File: config.mk
export PLATFORM = sky130hd
export DESIGN_NAME = div_iter
export DESIGN_NICKNAME = d
export VERILOG_FILES = /design/src/rtl/div_iter.sv
export SDC_FILE = /design/constraint.sdc
export NUM_CORES = 1
export LEC_CHECK = 0
export BUFFER_PORTS_ARGS = -buffer_cell sky130_fd_sc_hd__clkbuf_2
export CAP_MARGIN = 0
export CORE_MARGIN = 4
export CORE_UTILIZATION = 60
export DETAILED_ROUTE_END_ITERATION = 7
export GPL_TIMING_DRIVEN = 0
export MAX_ROUTING_LAYER = met4
export PLACE_DENSITY = 0.89
export SLEW_MARGIN = 25
export SYNTH_ARGS = -nofsm -noshare
export SYNTH_HDL_FRONTEND = slang
export SYNTH_SLANG_ARGS = --single-unit
export TNS_END_PERCENT = 30
File: constraint.sdc
create_clock -name clk -period 5.95 [get_ports clk]
set_input_delay 0.8925 -clock clk [delete_from_list [all_inputs] [get_ports clk]]
set_output_delay 0.8925 -clock clk [all_outputs]
set_load 0.005 [all_outputs]
File: src/rtl/div_iter.sv
// Iterative restoring integer divider (signed/unsigned), one quotient bit per clock.
// Latency: WIDTH cycles from accept edge to out_valid; 1 cycle for divide-by-zero (and early exit).
// Backpressure: in_ready only in IDLE; result held in DONE until out_ready, no same-cycle re-accept.
//
// Ports:
//   clk, rst_n                 clock, asynchronous active-low reset
//   in_valid / in_ready        operand handshake (dividend, divisor, is_signed sampled on it)
//   out_valid / out_ready      result handshake (quotient, remainder, div_by_zero held until taken)
//
// Optional build macro: DIV_EARLY_EXIT_EN -- finish in one cycle when |divisor| > |dividend|.
module div_iter #(
    parameter int WIDTH = 32
) (
    input  logic             clk,
    input  logic             rst_n,
    input  logic             in_valid,
    output logic             in_ready,
    input  logic [WIDTH-1:0] dividend,
    input  logic [WIDTH-1:0] divisor,
    input  logic             is_signed,
    output logic             out_valid,
    input  logic             out_ready,
    output logic [WIDTH-1:0] quotient,
    output logic [WIDTH-1:0] remainder,
    output logic             div_by_zero
);

    localparam int CW = (WIDTH > 1) ? $clog2(WIDTH) : 1;

    typedef enum logic [1:0] {
        IDLE = 2'd0,
        CALC = 2'd1,
        DONE = 2'd2
    } state_t;

    state_t           state;
    state_t           state_nxt;
    logic [CW-1:0]    cnt;
    logic [WIDTH-1:0] dvd_sh;     // dividend magnitude, MSB feeds the next iteration
    logic [WIDTH-1:0] dsr_mag;    // divisor magnitude
    logic [WIDTH-1:0] q_sh;       // quotient bits collected so far
    logic [WIDTH:0]   prem;       // partial remainder, extra bit holds the borrow
    logic             q_neg;
    logic             r_neg;

    // operand decode in IDLE
    logic             dvd_neg_in;
    logic             dsr_neg_in;
    logic [WIDTH-1:0] dvd_mag_in;
    logic [WIDTH-1:0] dsr_mag_in;
    logic             divisor_zero;
    logic             early_exit;
    logic             accept;

    // one restoring step
    logic [WIDTH:0]   rem_sh;
    logic [WIDTH:0]   diff;
    logic             q_bit;
    logic [WIDTH:0]   rem_nxt;
    logic [WIDTH-1:0] q_nxt;
    logic             last;
    logic [WIDTH-1:0] q_fin;
    logic [WIDTH-1:0] r_fin;

    assign in_ready  = (state == IDLE);
    assign out_valid = (state == DONE);
    assign accept    = in_valid & in_ready;

    assign dvd_neg_in   = is_signed & dividend[WIDTH-1];
    assign dsr_neg_in   = is_signed & divisor[WIDTH-1];
    // The most negative value maps onto itself, which read unsigned is its true magnitude.
    assign dvd_mag_in   = dvd_neg_in ? (~dividend + WIDTH'(1)) : dividend;
    assign dsr_mag_in   = dsr_neg_in ? (~divisor  + WIDTH'(1)) : divisor;
    assign divisor_zero = (divisor == '0);

`ifdef DIV_EARLY_EXIT_EN
    assign early_exit = (dsr_mag_in > dvd_mag_in);
`else
    assign early_exit = 1'b0;
`endif

    // The restored remainder is always below the divisor, so the shifted value is below
    // twice the divisor and a WIDTH+1 bit subtraction flags the borrow in its top bit.
    assign rem_sh  = (prem << 1) | {{WIDTH{1'b0}}, dvd_sh[WIDTH-1]};
    assign diff    = rem_sh - {1'b0, dsr_mag};
    assign q_bit   = ~diff[WIDTH];
    assign rem_nxt = q_bit ? diff : rem_sh;
    assign q_nxt   = {q_sh[WIDTH-2:0], q_bit};
    assign last    = (cnt == CW'(WIDTH - 1));
    assign q_fin   = q_neg ? (~q_nxt + WIDTH'(1)) : q_nxt;
    assign r_fin   = r_neg ? (~rem_nxt[WIDTH-1:0] + WIDTH'(1)) : rem_nxt[WIDTH-1:0];

    always_ff @(posedge clk or negedge rst_n) begin
        if (!rst_n) begin
            state <= IDLE;
        end else begin
            state <= state_nxt;
        end
    end

    always_comb begin
        state_nxt = state;
        case (state)
            IDLE: begin
                if (accept) begin
                    state_nxt = (divisor_zero || early_exit) ? DONE : CALC;
                end
            end
            CALC: begin
                if (last) begin
                    state_nxt = DONE;
                end
            end
            DONE: begin
                if (out_ready) begin
                    state_nxt = IDLE;
                end
            end
            default: state_nxt = IDLE;
        endcase
    end

    always_ff @(posedge clk or negedge rst_n) begin
        if (!rst_n) begin
            cnt         <= '0;
            dvd_sh      <= '0;
            dsr_mag     <= '0;
            q_sh        <= '0;
            prem        <= '0;
            q_neg       <= 1'b0;
            r_neg       <= 1'b0;
            quotient    <= '0;
            remainder   <= '0;
            div_by_zero <= 1'b0;
        end else begin
            case (state)
                IDLE: begin
                    if (accept) begin
                        if (divisor_zero) begin
                            quotient    <= '1;
                            remainder   <= dividend;
                            div_by_zero <= 1'b1;
                        end else if (early_exit) begin
                            quotient    <= '0;
                            remainder   <= dividend;
                            div_by_zero <= 1'b0;
                        end else begin
                            dvd_sh      <= dvd_mag_in;
                            dsr_mag     <= dsr_mag_in;
                            q_neg       <= dvd_neg_in ^ dsr_neg_in;
                            r_neg       <= dvd_neg_in;
                            prem        <= '0;
                            q_sh        <= '0;
                            cnt         <= '0;
                            div_by_zero <= 1'b0;
                        end
                    end
                end
                CALC: begin
                    prem   <= rem_nxt;
                    q_sh   <= q_nxt;
                    dvd_sh <= dvd_sh << 1;
                    cnt    <= cnt + CW'(1);
                    if (last) begin
                        quotient  <= q_fin;
                        remainder <= r_fin;
                        cnt       <= '0;
                    end
                end
                default: ;
            endcase
        end
    end

endmodule
Yosys cells after proc, flatten, opt, wreduce, memory -nomap -nowiden:

Cells that the tools add are included.

* register bits after elaboration: 201

* add/subtract/negate cells: 6
* eq/ne operators: 8
* mux-type cells: 32
* bitwise logic cells: 11
* reduce and logical (&&, ||, !) cells: 8

Operators with widths (count)
* 32-bit two-way mux: 15
* 32-bit one-hot mux with 2 select lines: 4
* 32-bit by 1-bit adder with 32-bit output, second input constant: 4
* 32-bit NOT: 4
* 31-bit two-way mux: 2
* 31-bit one-hot mux with 2 select lines: 1
* 33-bit by 1-bit bitwise OR with 33-bit output: 1
* 33-bit by 32-bit subtractor with 33-bit output: 1
* 32-bit zero test: 1
* 5-bit two-way mux: 3
* 5-bit one-hot mux with 2 select lines: 1
* 3-bit AND reduction: 3
* 2-bit two-way mux: 4
* 2-bit by 1-bit != test with 1-bit output, second input constant: 3
* 2-bit one-hot mux with 3 select lines: 1
* 5-bit by 1-bit adder with 5-bit output, second input constant: 1
* 5-bit equality test, second input constant: 1
* 2-bit != test, second input constant: 2
* 4-bit AND reduction: 1
* 1-bit bitwise AND: 3
* 2-bit by 1-bit equality test with 1-bit output, second input constant: 1
* 2-bit equality test, second input constant: 1
* 2-bit zero test: 1
* 1-bit NOT: 2
* other kinds (4): 4

Longest topological paths before layout:

* depth in word-level cells: 8
* depth in mapped cells: 22

Worst setup path before layout:

No wires, ideal clock.

* path kind: register to register
* start point: register dvd_sh[31]
* end point: register quotient[28]
* library setup time: 141 ps
* data arrival time: 4527 ps
* data required time: 5809 ps
* setup slack: 1282 ps
* stages on the path, launching flop included: 22
* path buffers: 4
* cell sequence: dfrtp_1 -> inv_1 -> ha_1 -> fa_1 -> nand2b_1 -> a211oi_2 -> o211ai_2 -> a2111oi_2 -> o21a_2 -> nor2_1 -> buf_4 -> inv_2 -> buf_2 -> buf_2 -> buf_2 -> ha_1 -> nand2b_1 -> nand2b_1 -> or3_1 -> o41ai_1 -> xor2_1 -> a21oi_1

* cells in the longest elaborated chain, start to end: 8

Ends and longest elaborated chain
* start, declared: line 39 `logic [WIDTH-1:0] dvd_sh;`
* start signal, assigned: line 148 `dvd_sh <= dvd_mag_in;`
* start signal, assigned: line 162 `dvd_sh <= dvd_sh << 1;`
* 33-bit by 1-bit bitwise OR with 33-bit output: line 84 `assign rem_sh = (prem << 1) | {{WIDTH{1'b0}}, dvd_sh[WIDTH-1]};`
* 33-bit by 32-bit subtractor with 33-bit output: line 85 `assign diff = rem_sh - {1'b0, dsr_mag};`
* 1-bit NOT: line 86 `assign q_bit = ~diff[WIDTH];`
* 32-bit NOT: line 90 `assign q_fin = q_neg ? (~q_nxt + WIDTH'(1)) : q_nxt;`
* 32-bit by 1-bit adder with 32-bit output: line 90
* 32-bit two-way mux: line 90
* 32-bit two-way mux: line 164 `if (last) begin`
* 32-bit one-hot mux with 2 select lines: line 136 `case (state)`
* end signal, assigned: line 165 `quotient <= q_fin;`
* end, declared: line 23 `output logic [WIDTH-1:0] quotient,`

No other way between the ends. The select of a mux whose other input is x is not followed.
A chain may end at the register's enable or synchronous reset.

Worst setup path after layout:

Ends and elaborated chain as after synthesis.

==> reports/qor.yml <==
grt_pass1_vias: 12300
power_leakage_nw: 6.60
power_frac_comb_pct: 60.3
cpMaxStageDelayCell: "dfrtp_1"
period_minus_slack_ns: 5.70
r2r-start: "dvd_sh[31]$_DFFE_PN0P_"
maxSlewViolCount: 0
r2r_end: "quotient[28]$_DFFE_PN0P_"
start_kind: "flop"
mostFrequentLayoutCells: "dfrtp_1 (201), a21oi_1 (184), nor2_1 (174), nand2_1 (160), o21ai_0 (151)"
synth.avg_cell_area_um2: 8.38
status: "completed"
via_count: 12900
power.density_nw_per_um2: 664
cts_buffer_depth: 3
crit_family: "compound AO/OA/AOI/OAI gates"
die_w_um: 157
drt_iter0_markers: 1071
path_buf_inv: 5
place_ws_ns: -0.111
pwr-share-clk_pct: 15.1
finalCritPeriodShare_pct: 95.8
power_switching_mw: 4.93
die_h_um: 157
tightest_slew_ns: 1.02
clk_pin_slew_ns: 0.06
seqPwrFrac_pct: 24.6
route.detailed.wl_per_inst_um: 19.9
gp_congestion: 0.948
start_util_pct: 61.0
antenna_found_initial: 0
ys_ff_latch: 201
fin_util_pct: 69.9
cts_setup_buffers: 0
fp-row-count: 54
synth.distinct_cells: 81
path_depth: 20
cts.hold.buffers_added: 0
clock_skew_ns: 0.0142
grt_max_degree: 87
crit_start: "dvd_sh[31]$_DFFE_PN0P_"
p_sw_share_pct: 48.7
syn-cell-area_um2: 13300
hold_viol_final: 0
seq_area_frac_synth_pct: 37.8
internal_power_mw: 5.20
cp_max_fo: 19
post-dp-hpwl_mm: 31.0
gr-total-overflow: 0
crit_path_frequent_cell: "nand2b_1"
worstHoldPathType: "input port to asynchronous set/reset pin"
drc: 0
routed_wirelength_mm: 40.7
crit_chain: "inv_1 > ha_1 > fa_1 > nand2b_1 > a211oi_4 > o211ai_2 > a2111oi_4 > o21a_2 > nor2_1 > buf_4 > inv_2 > buf_2 > buf_4 > ha_1 > nand2b_1 > nand2b_1 > or3_1 > o41ai_2 > xor2_1 > a21oi_1"
crit_required_ns: 6.33
synth-edff-count: 0
cp.arrival_ns: 6.08
diodes: 0
cap_violations: 0
timing.final.ws_setup_ns: 0.247
fmax_ghz: 0.175
r2r_slack_ns: 0.25
cts_tree: "done"
dr.pass1.iters: 7
viasPerCell: 6.32
fill_cells: 1745
cts.sinks: 201
ir_worst_vdd_v: 0.000295
portBuffers: 135
root_buffer: "clkbuf_16"
fin_nets: 1857
ant_nets: 0
max_stage_delay_ns: 0.49
cts_inserted_buffers: 23
end_kind: "flop"
cts_htree_levels: 1
synth_ff_type: "dfrtp_1"
ys_warn_count: 0
final_common_cell: "dfrtp_1"
multi_input_comb_area_um2: 7660
core_um2: 21800
grt_usage_pct: 33.3
crit_type: "flop to flop"
seq_area_um2: 5030
layout-drive-gt1-share_pct: 14.6
grt_pass1_wl_mm: 64.1
reg2reg_depth: 20
synth_cells: 1588
synthesis.nets: 1696
die-area_um2: 24600
async_reset_ff_share_pct: 100
report.final.setup_viol: 0
num_io_pins: 136
hold-worst-slack_ns: 0.376
relSlewSlack_pct: 31.9
finalSetupTns_ns: 0
area_growth_syn_to_layout_pct: 14.6
worstSkewPairLatency_ns: 0.52
-- layout make-up --
type,instances,area share (%)
plain buffers,97,3.03
clock buffers,29,4.25
clock inverters,11,1.09
inverters,53,1.30
multi-input cells,1236,50.2
flip-flops and latches,201,33.0
well taps,280,2.30
repair buffers,137,4.85
-- synthesized netlist by cell type (3+ instances only) --
| library cell | number | area, um2 |
|---|---|---|
| nand3b_1 | 4 | 30.0 |
| clkbuf_1 | 46 | 173 |
| o41ai_2 | 4 | 65.1 |
| a21o_1 | 15 | 113 |
| o21ai_1 | 4 | 20.0 |
| o21a_1 | 4 | 30.0 |
| mux2i_1 | 30 | 300 |
| o22ai_1 | 11 | 68.8 |
| nand2_1 | 160 | 601 |
| nor2b_1 | 7 | 43.8 |
| buf_1 | 11 | 41.3 |
| o31ai_1 | 28 | 210 |
| o2111ai_1 | 3 | 26.3 |
| o21ai_0 | 151 | 756 |
| a41oi_1 | 4 | 35.0 |
| and3_1 | 15 | 93.8 |
| nor4_1 | 13 | 81.3 |
| or3_1 | 23 | 144 |
| a22oi_1 | 3 | 22.5 |
| and2_1 | 9 | 56.3 |
| o41ai_1 | 12 | 105 |
| o21bai_1 | 5 | 37.5 |
| nand4_1 | 9 | 56.3 |
| a31oi_1 | 13 | 81.3 |
| nand2b_1 | 13 | 81.3 |
| a21boi_0 | 3 | 22.5 |
| a211oi_1 | 4 | 30.0 |
| or4_1 | 14 | 105 |
| xor2_1 | 80 | 701 |
| nor3_1 | 25 | 125 |
| inv_1 | 52 | 195 |
| buf_6 | 5 | 56.3 |
| buf_4 | 5 | 37.5 |
| nand3_1 | 15 | 75.1 |
| xnor2_1 | 60 | 526 |
| buf_2 | 31 | 155 |
| ha_1 | 38 | 475 |
| nor2_1 | 174 | 653 |
| a21oi_2 | 7 | 61.3 |
| or2_2 | 5 | 31.3 |
| dfrtp_1 | 201 | 5030 |
| a22o_1 | 35 | 307 |
| a21oi_1 | 186 | 931 |
-- power by group through the flow --
stage	Clock (mW)	Sequential, mW	Combinational, mW
3_3_place_gp	0	2.45	5.75
5_1_grt	1.61	2.54	6.64
4_1_cts	1.55	2.46	5.96
3_5_place_dp	0	2.48	5.91
2_1_floorplan	0	2.32	4.31
6_report	1.53	2.49	6.11
-- routing by layer --
metal	up-vias	GRT usage, %	wire length (um)
met5	-	-	0
met4	0	12.6	1470
met3	104	5.80	3860
met2	694	52.8	19000
met1	6124	42.9	16400
li1	5998	-	-
-- through the flow --
| stage | power (mW) | cell area, um2 | instances |
|---|---|---|---|
| floorplan | 6.64 | 13300 | 1588 |
| global placement | 8.19 | 14300 | 2003 |
| detailed placement | 8.39 | 14400 | 2005 |
| CTS | 9.97 | 15200 | 2045 |
| global route | 10.8 | 15300 | 2044 |
| finish | 10.1 | 15300 | 2044 |
-- logic make-up (layout without fill, tap and decap cells) --
| logic type | after synthesis | count (layout) | share of synthesized area [%] |
|---|---|---|---|
| AOI/OAI and AO/OA | 526 | 526 | 24.6 |
| and+or+nand+nor | 499 | 499 | 17.3 |
| DFF | 201 | 201 | 37.8 |
| buffers and inverters | 151 | 327 | 4.97 |
| xor gates and xnor gates | 140 | 140 | 9.21 |
| adders and majority gates | 39 | 39 | 3.72 |
| muxes | 32 | 32 | 2.43 |
-- registers in the layout, summed over array words and instances, names as in the netlist --
| signal | cells |
|---|---|
| remainder | 32 |
| q_neg | 1 |
| dsr_mag | 32 |
| state | 2 |
| cnt | 5 |
| quotient | 32 |
| dvd_sh | 32 |
| div_by_zero | 1 |
| q_sh | 31 |
| prem | 32 |
| r_neg | 1 |
-- worst reg2reg max path: stages, from the launching register on --
cell,delay (ns)
dfrtp_1,0.49
inv_1,0.08
ha_1,0.24
fa_1,0.41
nand2b_1,0.24
a211oi_4,0.31
o211ai_2,0.20
a2111oi_4,0.41
o21a_2,0.24
nor2_1,0.08
buf_4,0.23
inv_2,0.14
buf_2,0.28
buf_4,0.34
ha_1,0.23
nand2b_1,0.20
nand2b_1,0.30
or3_1,0.49
o41ai_2,0.38
xor2_1,0.18
a21oi_1,0.08
-- how the worst max path moves through the flow --
stage,slack (ns),end
2_1_floorplan,1.28,quotient[28]$_DFFE_PN0P_
3_3_place_gp,-0.03,remainder[30]$_DFFE_PN0P_
3_5_place_dp,-0.11,remainder[30]$_DFFE_PN0P_
4_1_cts,0.07,remainder[30]$_DFFE_PN0P_
5_1_grt,-0.02,remainder[30]$_DFFE_PN0P_
6_report,0.25,quotient[28]$_DFFE_PN0P_
-- what timing repair did --
item,CTS,global route
hold endpoints to repair,0,0
endpoints found under the setup margin,2,10
resized for setup,2,6
pin swaps,0,0
(Power assumes the default switching activity.)
